<file path="config.mk">
export PLATFORM = sky130hd
export DESIGN_NAME = uart_rx_mmio
export DESIGN_NICKNAME = d
export VERILOG_FILES = /design/src/rtl/uart_rx_mmio.sv
export SDC_FILE = /design/constraint.sdc
export NUM_CORES = 1
export LEC_CHECK = 0
export BUFFER_PORTS_ARGS = -buffer_cell sky130_fd_sc_hd__buf_2
export CAP_MARGIN = 20
export CORE_ASPECT_RATIO = 1.1
export CORE_MARGIN = 2
export CORE_UTILIZATION = 53
export DETAILED_ROUTE_END_ITERATION = 6
export PLACE_DENSITY_LB_ADDON = 0.25
export SYNTH_ARGS = -nofsm -noshare
export SYNTH_HDL_FRONTEND = slang
export SYNTH_SLANG_ARGS = --single-unit
</file>
<file path="constraint.sdc">
create_clock -name clk -period 3.4 [get_ports clk]
set_input_delay 0.68 -clock clk [delete_from_list [all_inputs] [get_ports clk]]
set_output_delay 0.68 -clock clk [all_outputs]
set_load 0.005 [all_outputs]
</file>
<file path="src/rtl/uart_rx_mmio.sv">
// Memory-mapped 8N1 UART receiver with a small receive FIFO.
// Data and status registers are read combinationally from registered state.
module uart_rx_mmio #(
    parameter int CLKS_PER_BIT = 868,
    parameter int FIFO_DEPTH   = 4
) (
    input  logic        clk,
    input  logic        rst,
    input  logic        sel,
    input  logic        re,
    input  logic        we,
    input  logic [3:0]  addr,
    input  logic [3:0]  wstrb,
    input  logic [31:0] wdata,
    output logic [31:0] rdata,
    input  logic        rx,
    output logic        irq
);

    localparam int CCW = $clog2(CLKS_PER_BIT);
    localparam int AW  = $clog2(FIFO_DEPTH);
    localparam int NW  = $clog2(FIFO_DEPTH + 1);

    localparam logic [CCW-1:0] HALF   = CCW'(CLKS_PER_BIT / 2 - 1);
    localparam logic [CCW-1:0] LAST   = CCW'(CLKS_PER_BIT - 1);
    localparam logic [NW-1:0]  FULL_N = NW'(FIFO_DEPTH);

    typedef enum logic [1:0] {IDLE, START, DATA, STOP} state_t;

    state_t         state_q, state_d;
    logic [CCW-1:0] clk_cnt_q, clk_cnt_d;
    logic [2:0]     bit_cnt_q, bit_cnt_d;
    logic [7:0]     shift_q, shift_d;
    logic           frame_end;

    logic rx_meta, rx_s, rx_prev;

    logic [7:0]    mem [FIFO_DEPTH];
    logic [AW-1:0] wr_ptr, rd_ptr;
    logic [NW-1:0] count;
    logic          ovr_q, ferr_q;

    logic empty, full, pop, push, ovr_set, ferr_set, clr;
    logic [3:0] cnt4;
    logic unused;

    always_ff @(posedge clk or posedge rst) begin
        if (rst) begin
            rx_meta <= 1'b1;
            rx_s    <= 1'b1;
            rx_prev <= 1'b1;
        end else begin
            rx_meta <= rx;
            rx_s    <= rx_meta;
            rx_prev <= rx_s;
        end
    end

    always_ff @(posedge clk or posedge rst) begin
        if (rst) begin
            state_q   <= IDLE;
            clk_cnt_q <= '0;
            bit_cnt_q <= '0;
            shift_q   <= '0;
        end else begin
            state_q   <= state_d;
            clk_cnt_q <= clk_cnt_d;
            bit_cnt_q <= bit_cnt_d;
            shift_q   <= shift_d;
        end
    end

    always_comb begin
        state_d   = state_q;
        clk_cnt_d = clk_cnt_q + 1'b1;
        bit_cnt_d = bit_cnt_q;
        shift_d   = shift_q;
        frame_end = 1'b0;
        case (state_q)
            IDLE: begin
                clk_cnt_d = '0;
                if (rx_prev && !rx_s) state_d = START;
            end
            START: begin
                // Mid-start-bit check rejects short glitches
                if (clk_cnt_q == HALF) begin
                    clk_cnt_d = '0;
                    bit_cnt_d = '0;
                    state_d   = rx_s ? IDLE : DATA;
                end
            end
            DATA: begin
                if (clk_cnt_q == LAST) begin
                    clk_cnt_d          = '0;
                    shift_d[bit_cnt_q] = rx_s;
                    bit_cnt_d          = bit_cnt_q + 3'd1;
                    if (bit_cnt_q == 3'd7) state_d = STOP;
                end
            end
            STOP: begin
                if (clk_cnt_q == LAST) begin
                    clk_cnt_d = '0;
                    frame_end = 1'b1;
                    state_d   = IDLE;
                end
            end
            default: state_d = IDLE;
        endcase
    end

    assign empty    = (count == '0);
    assign full     = (count == FULL_N);
    assign pop      = sel && re && (addr[3:2] == 2'd0) && !empty;
    // A pop in the same cycle frees the slot the new byte needs
    assign push     = frame_end && rx_s && (!full || pop);
    assign ovr_set  = frame_end && rx_s && full && !pop;
    assign ferr_set = frame_end && !rx_s;
    assign clr      = sel && we && (addr[3:2] == 2'd1) && wstrb[0];

    always_ff @(posedge clk) begin
        if (push) mem[wr_ptr] <= shift_q;
    end

    always_ff @(posedge clk or posedge rst) begin
        if (rst) begin
            wr_ptr <= '0;
            rd_ptr <= '0;
            count  <= '0;
            ovr_q  <= 1'b0;
            ferr_q <= 1'b0;
        end else begin
            if (push) wr_ptr <= wr_ptr + 1'b1;
            if (pop)  rd_ptr <= rd_ptr + 1'b1;
            count  <= count + NW'(push) - NW'(pop);
            ovr_q  <= ovr_set  | (ovr_q  & ~(clr & wdata[2]));
            ferr_q <= ferr_set | (ferr_q & ~(clr & wdata[3]));
        end
    end

    assign cnt4 = 4'(count);
    assign irq  = !empty;

    always_comb begin
        rdata = '0;
        if (sel) begin
            case (addr[3:2])
                2'd0: if (!empty) rdata[7:0] = mem[rd_ptr];
                2'd1: rdata[7:0] = {cnt4, ferr_q, ovr_q, full, !empty};
                default: rdata = '0;
            endcase
        end
    end

    assign unused = ^{addr[1:0], wstrb[3:1], wdata[31:4], wdata[1:0]};

endmodule

</file>
* Word-level counts from Yosys, hierarchy flattened
Memory sizes are Yosys's and may differ from the RTL's.
Index checks and enable logic that the tools add are counted.
** Word-level totals
- Flip-flop bits (word level) :: 35
- RAM bits :: 32
- Bits of input ports :: 46
- Output and inout port bits :: 33
- Word-level logic and storage cells :: 91
- Memories :: 1
** Cells by class
- Add/subtract/negate cells :: 6
- $lt $le $gt $ge :: 2
- Equal/unequal tests :: 13
- Muxes and demuxes :: 23
- Bitwise operators :: 8
- Reductions and logical operators :: 26
** Memories
- mem :: depth 4, bits a word 8, read ports 1, clocked after memory_dff 0, write ports 1, line 38 : logic [7:0] mem [FIFO_DEPTH];
** Operator list (number)
- $pmux 10 s3 :: 1
- $mux 10 :: 2
- $mux 8 :: 2
- $pmux 8 s2 :: 1
- $logic_and 1x1->1 :: 13
- $mux 2 :: 6
- $add 10x1->10 const B :: 1
- $eq 10x10->1 const B :: 1
- $eq 10x9->1 const B :: 1
- $ne 2x2->1 const B :: 5
- $bwmux 8 :: 1
- $pmux 2 s4 :: 1
- $eq 3x3->1 const B :: 2
- $mux 3 :: 2
- $pmux 3 s2 :: 1
- $mux 1 :: 5
- $reduce_and 5->1 :: 1
- $add 2x1->2 const B :: 2
- $and 1x1->1 :: 4
- $eq 2x1->1 const B :: 2
- $eq 2x2->1 const B :: 2
- $logic_not 1->1 :: 4
- $logic_not 2->1 :: 2
- $lt 3x4->1 const B :: 1
- other kinds (13) :: 15

* Longest topological paths before layout
- Depth after elaboration :: 7
- Gate-level depth with buffers :: 13
- Mapped depth without buffers :: 12

* Least setup slack after synthesis
No wires, ideal clock.
- Path type :: register to register
- From :: reg clk_cnt_q[0]
- To :: reg count[2]
- Library setup time :: 123 ps
- Data arrival time :: 2480 ps
- Data required time :: 3277 ps
- Setup slack :: 797 ps
- Cell stages (with the launch flop) :: 14
- Buffers on the path :: 1
- Period minus slack after synthesis :: 2603 ps
- Cell sequence :: dfrtp_1 ha_1 nand3_1 nor4_1 and3_1 buf_2 inv_1 ha_1 inv_1 ha_1 inv_1 fa_1 xnor2_1 xnor2_1
** On the way
- Longest elaborated chain between the ends :: 7
** Ends and longest elaborated chain
- start, declared :: line 31 : logic [CCW-1:0] clk_cnt_q, clk_cnt_d;
- start signal, assigned :: line 67 : clk_cnt_q <= clk_cnt_d;
- $eq 10x10->1 :: line 101 : if (clk_cnt_q == LAST) begin
- $mux 1 :: line 101
- $mux 1 :: line 79 : case (state_q)
- $logic_and 1x1->1 (2 in series) :: line 115 : assign push = frame_end && rx_s && (!full || pop);
- $add 3x1->3 :: line 134 : count <= count + NW'(push) - NW'(pop);
- $sub 3x1->3 :: line 134
- end signal, assigned :: line 134
- end, declared :: line 40 : logic [NW-1:0] count;
No other way between the ends.
A chain may end at the register's enable or synchronous reset.

* Worst setup path in the final report
Ends and elaborated chain as after synthesis.

==> metrics.cfg <==
[floorplanning]
die_y_um = 86.1
rows = 29
initial_core_util = 0.556
core_area_mm2 = 0.00584
fp.dieArea_mm2 = 0.00677
pin_count = 79
die_w_um = 78.7

[drt]
vias_per_cell = 5.19
wire_per_inst_um = 14.6
vias = 1842
ant_nets = 0
drtIter0Drc = 57
drc = 0
drtPass1Iterations = 4
drt-total-wl_um = 5190

[layout]
layout.nets = 330
area_growth_pct = 9.24
utilization = 0.608
drive_above_1_share = 0.201
fin_area_mm2 = 0.00355
antenna_cells = 0
fin_cells = 355

[global_routing]
overflow = 0
antenna_found_initial = 0
grt_use_total = 0.172
grt_pass1_wl_um = 8600
grt_max_degree = 36
first_global_vias = 1776

[logic_synthesis]
yosys_register_bits = 67
synth-xor-area-share = 0.0323
synthAdderAreaFrac = 0.0447
synthTopCellsByCount = dfrtp_1 (32), edfxtp_1 (32), buf_4 (24)
yosys_warnings = 0
synth.avg_cell_area_um2 = 13.1
synth_top_area_cell = edfxtp_1
synth_top_area_frac = 0.296
ys_types = 47
ys.flop_type = edfxtp_1
syn_area_mm2 = 0.00325
synth_edf_count = 32
yosys-top-cells-area = edfxtp_1 (30%), dfrtp_1 (25%), buf_4 (5.5%)
synthMuxAreaShare = 0.0932
synth-seq-area-share = 0.566
synth_top_family_by_area = simple AND/OR/NAND/NOR gates
synth_compound_area_frac = 0.0350
synthSimpleGateAreaFrac = 0.147
syn_inst = 248
async_reset_ff_frac = 0.522

[timing]
final_max_slew_viol_count = 0
tns_ns = 0
fin_crit_ns = 2.81
rsz0062_at_grt = no
setup_viol = 0
timing.final.crit_share = 0.827
hold_viol = 0
worst_pin_slew_ns = 0.577
maxSlewHeadroom = 0.615
hold-worst-slack_ns = 0.357
fmax_mhz = 355
fin_skew_ns = 0.00627
worst_slack_ns = 0.587

[setup_path]
worst-setup-path-type = flip-flop to flip-flop
critical_path.endpoint_type = flip-flop
path_max_fanout = 7
crit_arrival_ns = 3.03
start_kind = flip-flop
cp.required_ns = 3.62

[cts]
clk_latency_ns = 0.33
postCtsHoldBufs = 0
clock_sinks = 67
htree_levels = 3
cts_made_buffers = 9
clockBufferDepth = 2
cts-resized-gates = 0
cts_setup_buffers = 0
cts_tree = yes
cts-root-buf = clkbuf_8
path_clk_slew_ns = 0.07

[power]
p_leak_nw = 1.55
powerDensity_mw_per_mm2 = 583
internal-power_mw = 1.50
swShare = 0.274
p_switching_mw = 0.567
pwr-share-seq = 0.511
clkPwrFrac = 0.336
pwr-share-comb = 0.153
max-vdd-ir-drop_mv = 0.378
total_power_mw = 2.07

[min_path]
min_path_type = flip-flop to flip-flop

[placed_design]
port_buffers = 19
gp_congestion = 0.784
place_ws_ns = 0.441
dp_hpwl_um = 3780
place_area_mm2 = 0.00334
dp_cells = 339

[job]
max_cap_viol_count = 0

[outcome]
status = complete, no violations

==> cells by family after synthesis <==
group / after synthesis
AOI/OAI and AO/OA: 15
xor gates and xnor gates: 12
adders and majority gates: 11
buffers and inverters: 45
DFF: 67
muxes: 19
other: 1
and+or+nand+nor: 78
==> placed cells by master (no fill, tap or decap), types with 2 or more instances in the layout <==
cell,instances
nand4_1,3
conb_1,24
edfxtp_1,32
nand3_1,8
and2_1,5
nor3_1,7
a22oi_1,4
a22o_1,2
clkinv_2,2
nand4b_1,3
and3_1,3
mux2_1,8
nor2b_1,3
mux2_2,2
dfstp_2,3
nand2_1,7
inv_1,14
nor4b_1,2
mux4_2,8
clkbuf_1,2
ha_1,10
nor2_1,22
buf_4,3
nor4_1,2
nand2b_1,2
xnor2_1,9
buf_2,19
o21ai_0,4
dfrtp_1,32
xor2_1,3
bufinv_16,2
clkbuf_8,9
==> power by group through the flow <==
stage	combinational, mW	sequential (mW)	clock [mW]
finish	0.318	1.06	0.695
global route	0.363	1.08	0.738
CTS	0.323	1.06	0.709
detailed placement	0.321	1.08	0
global placement	0.310	1.08	0
floorplan	0.324	1.00	0
==> sequential cells by signal, indices dropped and copies added (netlist names), named ones only <==
| name | flops |
|---|---|
| rx_prev | 1 |
| ovr_q | 1 |
| wr_ptr | 2 |
| state_q | 1 |
| ferr_q | 1 |
| shift_q | 8 |
| rx_meta | 1 |
| bit_cnt_q | 3 |
| rd_ptr | 2 |
| clk_cnt_q | 10 |
| count | 3 |
| rx_s | 1 |
| mem | 32 |
==> path summary, 6_finish.rpt <==
kind,startpoint,end,slack [ns],depth (start not counted)
min in group asynchronous,rst,count[0]$_DFF_PP0_,0.43,3
hold / removal,rx_meta$_DFF_PP1_,rx_s$_DFF_PP1_,0.36,0
setup / recovery,clk_cnt_q[0]$_DFF_PP0_,count[2]$_DFF_PP0_,0.59,12
max in group asynchronous,rst,rx_meta$_DFF_PP1_,2.63,3
setup reg to reg,clk_cnt_q[0]$_DFF_PP0_,count[2]$_DFF_PP0_,0.59,12
hold reg to reg,rx_meta$_DFF_PP1_,rx_s$_DFF_PP1_,0.36,0
==> layer usage <==
metal  share of wire  vias up  wire (um)  global-route usage
li1                -      892          -                   -
met3           0.039        8        203              0.0411
met4           0.016        0         82              0.0766
met2            0.52       46       2690               0.290
met5               0        -          0                   0
met1            0.43      896       2220               0.212
==> layout make-up <==
class	count	area, um2
multi-input combinational	159	1230
timing repair buffer	22	118
fill	474	2290
tap	77	96.3
clock inverter	5	77.6
inverter	14	52.6
sequential	67	1840
clock buffer	11	131
==> worst max-delay path: stages (launching register included) <==
cell	delay, ns
dfrtp_1	0.41
ha_1	0.25
nand3_1	0.13
nor4_1	0.30
and3_1	0.39
inv_1	0.08
ha_1	0.27
inv_1	0.05
ha_1	0.12
inv_1	0.04
fa_1	0.37
xnor2_1	0.15
xnor2_1	0.13
(Power assumes the default switching activity.)
